$ cat src/rtl/issue_ctrl_pkg.sv
// Shared types and constants for the issue controller: FSM states, trap causes,
// unit-select layout and the trap-cause encoder.
package issue_ctrl_pkg;

    localparam int USELE_W  = 4;
    localparam int SELE_ALU = 0;
    localparam int SELE_BJU = 1;
    localparam int SELE_AGU = 2;
    localparam int SELE_CSU = 3;

    typedef enum logic [1:0] {
        ST_RUN   = 2'd0,
        ST_DRAIN = 2'd1,
        ST_TRAP  = 2'd2,
        ST_HALT  = 2'd3
    } issue_st_e;

    typedef enum logic [1:0] {
        TRAP_NONE   = 2'b00,
        TRAP_ILGL   = 2'b01,
        TRAP_ECALL  = 2'b10,
        TRAP_EBREAK = 2'b11
    } trap_cause_e;

    // Illegal outranks ecall, which outranks ebreak.
    function automatic trap_cause_e trap_cause(input logic ilgl, input logic [1:0] ecallbreak);
        if (ilgl)
            return TRAP_ILGL;
        else if (ecallbreak[1])
            return TRAP_ECALL;
        else if (ecallbreak[0])
            return TRAP_EBREAK;
        else
            return TRAP_NONE;
    endfunction

endpackage

$ cat src/rtl/issue_ctrl_sb_bits.sv
// Per-register pending-write scoreboard: one set port, one clear port (set wins),
// x0 never pending. CIRNO_ISSUE_BYPASS_EN masks same-cycle clears out of the reads.
module issue_sb_bits
    import issue_ctrl_pkg::*;
(
    input  logic       i_clk,
    input  logic       i_rst,
    input  logic       i_set_en,
    input  logic [4:0] i_set_idx,
    input  logic       i_clr_en,
    input  logic [4:0] i_clr_idx,
    input  logic [4:0] i_rs1_idx,
    input  logic [4:0] i_rs2_idx,
    input  logic [4:0] i_rd_idx,
    output logic       o_rs1_pend,
    output logic       o_rs2_pend,
    output logic       o_rd_pend
);

    logic [31:0] r_pend;
    logic [31:0] w_set_mask;
    logic [31:0] w_clr_mask;
    logic [31:0] w_pend_nxt;
    logic [31:0] w_pend_rd;

    assign w_set_mask = i_set_en ? (32'd1 << i_set_idx) : 32'd0;
    assign w_clr_mask = i_clr_en ? (32'd1 << i_clr_idx) : 32'd0;

    always_comb begin
        w_pend_nxt    = (r_pend & ~w_clr_mask) | w_set_mask;
        w_pend_nxt[0] = 1'b0;
    end

    // NOTE: the pending vector is control state, not data storage, so it must be reset.
    always_ff @(posedge i_clk or posedge i_rst) begin
        if (i_rst)
            r_pend <= '0;
        else
            r_pend <= w_pend_nxt;
    end

`ifdef CIRNO_ISSUE_BYPASS_EN
    assign w_pend_rd = r_pend & ~w_clr_mask;
`else
    assign w_pend_rd = r_pend;
`endif

    assign o_rs1_pend = w_pend_rd[i_rs1_idx];
    assign o_rs2_pend = w_pend_rd[i_rs2_idx];
    assign o_rd_pend  = w_pend_rd[i_rd_idx];

endmodule

$ cat src/rtl/issue_ctrl.sv
// Issue controller: RAW/WAW scoreboard stall, outstanding-op count, CSR and trap
// serialisation behind a pipeline drain. Optional macro: CIRNO_ISSUE_BYPASS_EN.
module issue_ctrl
    import issue_ctrl_pkg::*;
#(
    parameter int OST_DEPTH = 4
) (
    input  logic               i_clk,
    input  logic               i_rst,
    input  logic               i_dec_val,
    output logic               o_dec_rdy,
    input  logic [USELE_W-1:0] i_usele,
    input  logic               i_rs1_ren,
    input  logic               i_rs2_ren,
    input  logic               i_rd_wen,
    input  logic [4:0]         i_rs1_idx,
    input  logic [4:0]         i_rs2_idx,
    input  logic [4:0]         i_rd_idx,
    input  logic               i_ilgl,
    input  logic [1:0]         i_ecallbreak,
    output logic               o_iss_val,
    input  logic               i_iss_rdy,
    output logic [USELE_W-1:0] o_iss_usele,
    input  logic               i_ret_val,
    input  logic               i_ret_rd_wen,
    input  logic [4:0]         i_ret_rd_idx,
    input  logic               i_flush,
    output logic               o_trap_val,
    output logic [1:0]         o_trap_cause,
    input  logic               i_trap_ack,
    output logic               o_busy,
    output logic               o_ost_err
);

    localparam int               OST_W   = $clog2(OST_DEPTH) + 1;
    localparam logic [OST_W-1:0] OST_MAX = OST_W'(OST_DEPTH);
    localparam logic [OST_W-1:0] OST_ONE = OST_W'(1);

    issue_st_e        r_state;
    issue_st_e        w_state_nxt;
    trap_cause_e      r_cause;
    logic [OST_W-1:0] r_ost;
    logic             r_ost_err;

    logic w_rs1_pend, w_rs2_pend, w_rd_pend;
    logic w_hazard, w_trap_req, w_ret_clr, w_ost_zero, w_ost_drained;
    logic w_iss_val, w_dec_rdy, w_trap_val, w_cause_ld, w_iss;

    assign w_ret_clr  = i_ret_val & i_ret_rd_wen & (i_ret_rd_idx != 5'd0);
    assign w_iss      = w_iss_val & i_iss_rdy;
    assign w_trap_req = i_ilgl | (|i_ecallbreak);
    assign w_ost_zero = (r_ost == '0);

    issue_sb_bits u_sb (
        .i_clk      (i_clk),
        .i_rst      (i_rst),
        .i_set_en   (w_iss & i_rd_wen),
        .i_set_idx  (i_rd_idx),
        .i_clr_en   (w_ret_clr),
        .i_clr_idx  (i_ret_rd_idx),
        .i_rs1_idx  (i_rs1_idx),
        .i_rs2_idx  (i_rs2_idx),
        .i_rd_idx   (i_rd_idx),
        .o_rs1_pend (w_rs1_pend),
        .o_rs2_pend (w_rs2_pend),
        .o_rd_pend  (w_rd_pend)
    );

    assign w_hazard = (i_rs1_ren & w_rs1_pend) | (i_rs2_ren & w_rs2_pend) | (i_rd_wen & w_rd_pend);

`ifdef CIRNO_ISSUE_BYPASS_EN
    assign w_ost_drained = w_ost_zero | ((r_ost == OST_ONE) & i_ret_val);
`else
    assign w_ost_drained = w_ost_zero;
`endif

    // NOTE: every output of this block gets a default first so no path can infer a latch.
    always_comb begin
        w_state_nxt = r_state;
        w_iss_val   = 1'b0;
        w_dec_rdy   = 1'b0;
        w_trap_val  = 1'b0;
        w_cause_ld  = 1'b0;
        case (r_state)
            ST_RUN: begin
                if (i_dec_val && !i_flush) begin
                    if (w_trap_req) begin
                        w_state_nxt = ST_TRAP;
                        w_dec_rdy   = 1'b1;
                        w_cause_ld  = 1'b1;
                    end else if (i_usele == '0) begin
                        w_dec_rdy = 1'b1;
                    end else if (i_usele[SELE_CSU] && !w_ost_zero) begin
                        w_state_nxt = ST_DRAIN;
                    end else begin
                        w_iss_val = !w_hazard && (r_ost < OST_MAX);
                        w_dec_rdy = w_iss_val & i_iss_rdy;
                    end
                end
            end
            ST_DRAIN: begin
                if (i_flush || w_ost_drained)
                    w_state_nxt = ST_RUN;
            end
            ST_TRAP: begin
                if (w_ost_drained) begin
                    w_state_nxt = ST_HALT;
                    w_trap_val  = 1'b1;
                end
            end
            ST_HALT: begin
                if (i_trap_ack)
                    w_state_nxt = ST_RUN;
            end
            default: w_state_nxt = ST_RUN;
        endcase
    end

    // NOTE: sequential state uses non-blocking assignments so every register samples pre-edge values.
    always_ff @(posedge i_clk or posedge i_rst) begin
        if (i_rst) begin
            r_state   <= ST_RUN;
            r_cause   <= TRAP_NONE;
            r_ost     <= '0;
            r_ost_err <= 1'b0;
        end else begin
            r_state <= w_state_nxt;
            if (w_cause_ld)
                r_cause <= trap_cause(i_ilgl, i_ecallbreak);
            if (i_ret_val && w_ost_zero)
                r_ost_err <= 1'b1;
            // Simultaneous issue and retire leave the count untouched.
            case ({w_iss, i_ret_val})
                2'b10:   r_ost <= r_ost + OST_ONE;
                2'b01:   if (!w_ost_zero) r_ost <= r_ost - OST_ONE;
                default: r_ost <= r_ost;
            endcase
        end
    end

    assign o_dec_rdy    = w_dec_rdy;
    assign o_iss_val    = w_iss_val;
    assign o_iss_usele  = i_usele & {USELE_W{w_iss_val}};
    assign o_trap_val   = w_trap_val;
    assign o_trap_cause = r_cause;
    assign o_busy       = !w_ost_zero;
    assign o_ost_err    = r_ost_err;

endmodule

$ cat config.mk
export PLATFORM = sky130hd
export DESIGN_NAME = issue_ctrl
export DESIGN_NICKNAME = d
export VERILOG_FILES = /design/src/rtl/issue_ctrl_pkg.sv /design/src/rtl/issue_ctrl_sb_bits.sv /design/src/rtl/issue_ctrl.sv
export SDC_FILE = /design/constraint.sdc
export NUM_CORES = 1
export LEC_CHECK = 0
export ABC_AREA = 1
export CAP_MARGIN = 20
export CORE_ASPECT_RATIO = 1.75
export CORE_MARGIN = 4
export CORE_UTILIZATION = 25
export CTS_CLUSTER_SIZE = 12
export DETAILED_ROUTE_END_ITERATION = 12
export PLACE_DENSITY = 0.46
export SKIP_LAST_GASP = 1
export SLEW_MARGIN = 20
export SYNTH_ARGS = -nofsm -noshare
export SYNTH_HDL_FRONTEND = slang
export SYNTH_HIERARCHICAL = 1
export SYNTH_SLANG_ARGS = --single-unit
$ cat constraint.sdc
create_clock -name i_clk -period 3.72 [get_ports i_clk]
set_clock_uncertainty 0.15 [all_clocks]
set_input_delay 0.744 -clock i_clk [delete_from_list [all_inputs] [get_ports i_clk]]
set_output_delay 0.744 -clock i_clk [all_outputs]
set_load 0.005 [all_outputs]
# [Word level (Yosys, flattened, before mapping)]
# Cells that the tools add are included.
[totals] in_bits=38 ff_bits=39 out_inout_bits=11 word_cells=92
[op_classes] n_shift=2 magnitude_cmp=4 n_eq_ne=12 n_bitwise=15 reduce_logical=16 muxes=36 addsub=2
[ops] operator="32-bit 2-to-1 mux" n=2
[ops] operator="1-bit by 5-bit << shifter with 32-bit output, first input constant" n=2
[ops] operator="32-bit AND" n=1
[ops] operator="32-bit NOT" n=1
[ops] operator="32-bit OR" n=1
[ops] operator="2-bit 2-to-1 mux" n=10
[ops] operator="5-bit by 6-bit < comparator with 1-bit output, second input constant" n=3
[ops] operator="1-bit 2-to-1 mux" n=18
[ops] operator="1-bit binary-select mux with 5-bit select" n=3
[ops] operator="2-bit != test, second input constant" n=5
[ops] operator="1-bit AND" n=8
[ops] operator="2-bit case mux with 4 select lines" n=1
[ops] operator="2-bit equality test, second input constant" n=3
[ops] operator="3-bit != test, second input constant" n=2
[ops] operator="3-bit case mux with 2 select lines" n=1
[ops] operator="6-bit AND reduction" n=1
[ops] operator="5-bit nonzero test" n=1
[ops] operator="4-bit AND" n=1
[ops] operator="2-bit by 1-bit equality test with 1-bit output, second input constant" n=2
[ops] operator="1-bit logical AND" n=4
[ops] operator="4-bit zero test" n=1
[ops] operator="3-bit by 1-bit adder with 3-bit output, second input constant" n=1
[ops] operator="1-bit zero test" n=3
[ops] operator="3-bit zero test" n=1
[ops] operator="9 further kinds" n=11

# [Longest topological paths before layout]
[logic_depth] ltp_word=16 depth_mapped=25 ltp_nobuf=23

# [Hierarchy]
# Netlist, hierarchy kept.
[modules_own_cells] module="issue_sb_bits" instances=1 cells_each=389 area_per_inst_um2=2448.6
[modules_own_cells] module="issue_ctrl" instances=1 cells_each=107 area_per_inst_um2=726.9

# [Least setup slack after synthesis]
# No wires, ideal clock.
[synth_path] kind="input to output" from="input i_rd_idx[0]" to="output o_iss_usele[0]" stages=18 slack_ps=751 n_path_buf=2 t_arrival_ps=2075 cell_sequence="buf_6 -> inv_6 -> buf_6 -> nand2_1 -> nand3_1 -> nand3_1 -> nand2_1 -> nand2_1 -> nand2_1 -> nand2_1 -> nand2_1 -> nand2_1 -> nand2_1 -> nor2_4 -> nand2_2 -> nor2_1 -> inv_1 -> nor2_1"
[synth_between] elab_chain_len=12
[synth_lines] item="from (decl)" line="issue_ctrl.sv:18" rtl="input logic [4:0] i_rd_idx,"
[synth_lines] item="1-bit binary-select mux with 5-bit select" line="issue_ctrl_sb_bits.sv:50" rtl="assign o_rd_pend = w_pend_rd[i_rd_idx];"
[synth_lines] item="1-bit 2-to-1 mux (implied by the code)" line="issue_ctrl_sb_bits.sv:50"
[synth_lines] item="named net w_rd_pend" line="issue_ctrl.sv:45" rtl="logic w_rs1_pend, w_rs2_pend, w_rd_pend;"
[synth_lines] item="1-bit AND" line="issue_ctrl.sv:69" rtl="assign w_hazard = (i_rs1_ren & w_rs1_pend) | (i_rs2_ren & w_rs2_pend) | (i_rd_wen & w_rd_pend);"
[synth_lines] item="1-bit OR" line="issue_ctrl.sv:69"
[synth_lines] item="1-bit zero test" line="issue_ctrl.sv:96" rtl="w_iss_val = !w_hazard && (r_ost < OST_MAX);"
[synth_lines] item="1-bit logical AND" line="issue_ctrl.sv:96"
[synth_lines] item="1-bit 2-to-1 mux" line="issue_ctrl.sv:93" rtl="end else if (i_usele[SELE_CSU] && !w_ost_zero) begin"
[synth_lines] item="1-bit 2-to-1 mux" line="issue_ctrl.sv:91" rtl="end else if (i_usele == '0) begin"
[synth_lines] item="1-bit 2-to-1 mux" line="issue_ctrl.sv:87" rtl="if (w_trap_req) begin"
[synth_lines] item="1-bit 2-to-1 mux" line="issue_ctrl.sv:86" rtl="if (i_dec_val && !i_flush) begin"
[synth_lines] item="1-bit 2-to-1 mux" line="issue_ctrl.sv:84" rtl="case (r_state)"
[synth_lines] item="named net o_iss_val" line="issue_ctrl.sv:21" rtl="output logic o_iss_val,"
[synth_lines] item="4-bit AND" line="issue_ctrl.sv:143" rtl="assign o_iss_usele = i_usele & {USELE_W{w_iss_val}};"
[synth_lines] item="to (decl)" line="issue_ctrl.sv:23" rtl="output logic [USELE_W-1:0] o_iss_usele,"
# The timed path passes the listed nets, and every way through them passes these cells. The select of a mux whose other input is x is not followed.

# [Worst setup path after layout]
[layout_path] from="input i_rd_idx[1]" to="output o_iss_usele[2]"
[layout_between] elab_chain_len=12
[layout_lines] item="1-bit binary-select mux with 5-bit select" line="issue_ctrl_sb_bits.sv:50"
[layout_lines] item="1-bit 2-to-1 mux (implied by the code)" line="issue_ctrl_sb_bits.sv:50"
[layout_lines] item="named net w_rd_pend" line="issue_ctrl.sv:45"
[layout_lines] item="1-bit AND" line="issue_ctrl.sv:69"
[layout_lines] item="1-bit OR" line="issue_ctrl.sv:69"
[layout_lines] item="1-bit zero test" line="issue_ctrl.sv:96"
[layout_lines] item="1-bit logical AND" line="issue_ctrl.sv:96"
[layout_lines] item="1-bit 2-to-1 mux" line="issue_ctrl.sv:93"
[layout_lines] item="1-bit 2-to-1 mux" line="issue_ctrl.sv:91"
[layout_lines] item="1-bit 2-to-1 mux" line="issue_ctrl.sv:87"
[layout_lines] item="1-bit 2-to-1 mux" line="issue_ctrl.sv:86"
[layout_lines] item="1-bit 2-to-1 mux" line="issue_ctrl.sv:84"
[layout_lines] item="4-bit AND" line="issue_ctrl.sv:143"
# The timed path passes the listed nets, and every way through them passes these cells. The select of a mux whose other input is x is not followed.

==> impl_metrics.env <==
export IMPL_rows=54
export IMPL_dp_hpwl_mm=9.571
export IMPL_setup_viol=0
export IMPL_antenna_found_initial=0
export IMPL_drv_cap=0
export IMPL_dr_wl_met2_mm=6.771
export IMPL_post_drt_wl_per_cell_um=16.42
export IMPL_arrival_ns=2.67
export IMPL_syn_cell_area_mm2=0.003176
export IMPL_max_slew_worst_pin_slew_ns=0.6161
export IMPL_syn_nets=535
export IMPL_hold_class="reg -> reg"
export IMPL_ys_ff_latch=39
export IMPL_seq_area_um2=975.9
export IMPL_status="complete, no violations"
export IMPL_yosysSeqAreaShare_pct=30.73
export IMPL_ant_nets=0
export IMPL_initial_utilization_pct=25.54
export IMPL_hold_end="o_ost_err"
export IMPL_end_kind="output pin"
export IMPL_clock_latency_ns=0.29
export IMPL_post_layout_nonfiller_instances=728
export IMPL_min_delay_path_depth=2
export IMPL_final_cell_area_mm2=0.004193
export IMPL_dieArea_mm2=0.01464
export IMPL_drt_first_pass_iters=5
export IMPL_drive_above_1_share_pct=13.93
export IMPL_synth_async_reset_ratio_pct=100.0
export IMPL_yosysWarnings=6
export IMPL_powerDensity_mw_per_mm2=359.6
export IMPL_ys_flop_type="dfrtp_1"
export IMPL_period_share_pct=95.72
export IMPL_grt_max_degree=32
export IMPL_leakage_nw=1.938
export IMPL_synth_area_leader_cell="dfrtp_1"
export IMPL_synth_commonest_cells="nand2_1, nand3_1, inv_1"
export IMPL_hold_slack_ns=0.3178
export IMPL_cts_sinks=39
export IMPL_met1_length_mm=3.952
export IMPL_gr_total_overflow=0
export IMPL_yosysUniqueCellTypes=29
export IMPL_vdd_ir_drop_worst_uv=266.4
export IMPL_worstSetupPathType="in -> out"
export IMPL_synth_area_leaders="dfrtp_1, nand2_1, nand3_1, o21ai_0, inv_1"
export IMPL_h_tree_depth=2
export IMPL_synth_edf_count=0
export IMPL_slew_viol_final=0
export IMPL_grt_usage_pct=16.90
export IMPL_numCtsBuffers=5
export IMPL_maxSlewHeadroom_pct=58.83
export IMPL_rr_worst_depth=23
export IMPL_fillers=1412
export IMPL_wl_met3_um=425
export IMPL_yosysTopAreaCellShare_pct=30.73
export IMPL_crit_required_ns=2.83
export IMPL_start_kind="primary input"
export IMPL_holdBufCountCts=0
export IMPL_reg2reg_from="u_sb/r_pend[29]"
export IMPL_nNetsFinal=598
export IMPL_top_layer="met4"
export IMPL_fmax_mhz=280.8
export IMPL_avgSynthCellArea_um2=6.402
export IMPL_syn2layout_area_growth_pct=32.03
export IMPL_cts_buffer_depth=2
export IMPL_final_hold_violation_count=0
export IMPL_multi_input_area_mm2=0.001828
export IMPL_drc_errors=0
export IMPL_place_ws_ns=-0.4454
export IMPL_die_h_um=157.1
export IMPL_via_count=3566
export IMPL_reg2reg_to="r_ost[2]"
export IMPL_core_area_mm2=0.01243
export IMPL_path_clk_slew_ns=0.05
export IMPL_port_buffers=48
export IMPL_grt_pass1_vias=3635
export IMPL_synthCells=496
export IMPL_setup_ws_ns=0.1592
export IMPL_die_w_um=93.20
export IMPL_drtIter0Drc=205
export IMPL_place_gp_congestion=0.8580
export IMPL_dpl_cell_count=715
export IMPL_drt_total_wl_mm=11.96
export IMPL_yosysMostFrequentCell="nand2_1"
export IMPL_diodes=0
export IMPL_grt_pass1_wl_mm=18.91
export IMPL_viasPerCell=4.898
export IMPL_postPlaceCellArea_mm2=0.003938
export IMPL_fin_crit_ns=3.561
export IMPL_rsz0062_at_grt="yes"
export IMPL_path_max_fanout=7
export IMPL_root_buffer="clkbuf_16"
export IMPL_hp_start="o_ost_err"
export IMPL_cts_tree="done"
export IMPL_reg2reg_slack_ns=1.09
export IMPL_io_pins=49
## area by class of cell
type / instances / area share (%)
Multi-Input combinational cell: 380 / 43.60
Tap cell: 168 / 5.013
Clock inverter: 2 / 0.8356
Sequential cell: 39 / 23.28
Clock buffer: 6 / 3.312
Timing Repair Buffer: 76 / 18.35
Inverter: 57 / 5.610
## worst max-delay path, stage by stage
cell and delay, ns:
clkdlybuf4s50_1 0.47, buf_6 0.14, buf_4 0.13, nand3_1 0.10, nand3_1 0.08, nand2_1 0.06, nand2_1 0.06, nand2_1 0.05
nand2_1 0.05, nand2_1 0.05, nand2_1 0.05, nand2_1 0.08, nor2_4 0.12, nand2_2 0.08, nor2_4 0.12, inv_2 0.05
nor2_1 0.09, clkbuf_2 0.12
## registers in the layout, indices dropped and copies added, names as in the netlist
name	count
o_ost_err	1
o_trap_cause	2
r_ost	3
r_state	2
u_sb/r_pend	31
## cells by family after synthesis
kind of cell | Yosys count | synth area share (%)
AND/OR/NAND/NOR | 306 | 44.88
buffers and inverters | 77 | 12.02
flip-flops | 39 | 30.73
adder cells (fa/ha/maj) | 1 | 0.6304
AO/OA/AOI/OAI | 73 | 11.74
## layout by cell type, fill, tap and decap left out, types with 3 or more instances in the layout
cell type          n
nor2_4             6
nor2_1            13
nor3_2             5
inv_1             44
nand2_1          165
nand4_1            8
o21ai_0           42
inv_2              7
nand2_2            5
nand3_1           91
inv_6              3
buf_4             20
dfrtp_1           39
clkdlybuf4s50_1   37
nor3_1             4
o21ai_1           26
buf_12             4
clkbuf_2           6
dlygate4sd2_1      3
clkbuf_16          5
nand2_4            4
## metal layers
| metal | global-route usage, % | vias up |
|---|---|---|
| met5 | 0 | - |
| met3 | 1.674 | 49 |
| met2 | 33.04 | 130 |
| met1 | 16.00 | 1639 |
| li1 | - | 1748 |
| met4 | 11.88 | 0 |
## how the worst max path moves through the flow
stage,from,end,slack [ns],depth (start not counted)
2_1_floorplan,i_rd_idx[0],o_iss_usele[0],0.75,18
3_3_place_gp,i_rs1_idx[0],o_iss_usele[2],-0.42,19
3_5_place_dp,i_rs1_idx[0],o_iss_usele[2],-0.45,19
4_1_cts,i_rs2_idx[1],o_iss_usele[2],0.02,17
5_1_grt,i_rd_idx[1],o_iss_usele[3],-0.002,18
6_report,i_rd_idx[1],o_iss_usele[2],0.16,18
## stage by stage
step	total power, mW	setup TNS, ns	utilization [%]
after global routing	1.612	-0.002026	33.73
after floorplan	0.7993	0	-
final	1.508	0	33.73
after global placement	0.9914	-2.392	31.67
after CTS	1.531	0	33.77
after detailed placement	0.9957	-2.501	31.67
## report_power, final
part	total, mW	switching (mW)	internal, mW
sequential	0.493	0.0296	0.463
clock	0.512	0.178	0.334
combinational	0.503	0.284	0.219
total	1.51	0.492	1.02
## timing repair
action / CTS / global route
resized for setup: 13 / 18
buffers inserted: 3 / 0
gates cloned: 2 / 0
endpoints found under the setup margin: 6 / 6
Note: power is estimated with default switching activity, not from simulation.
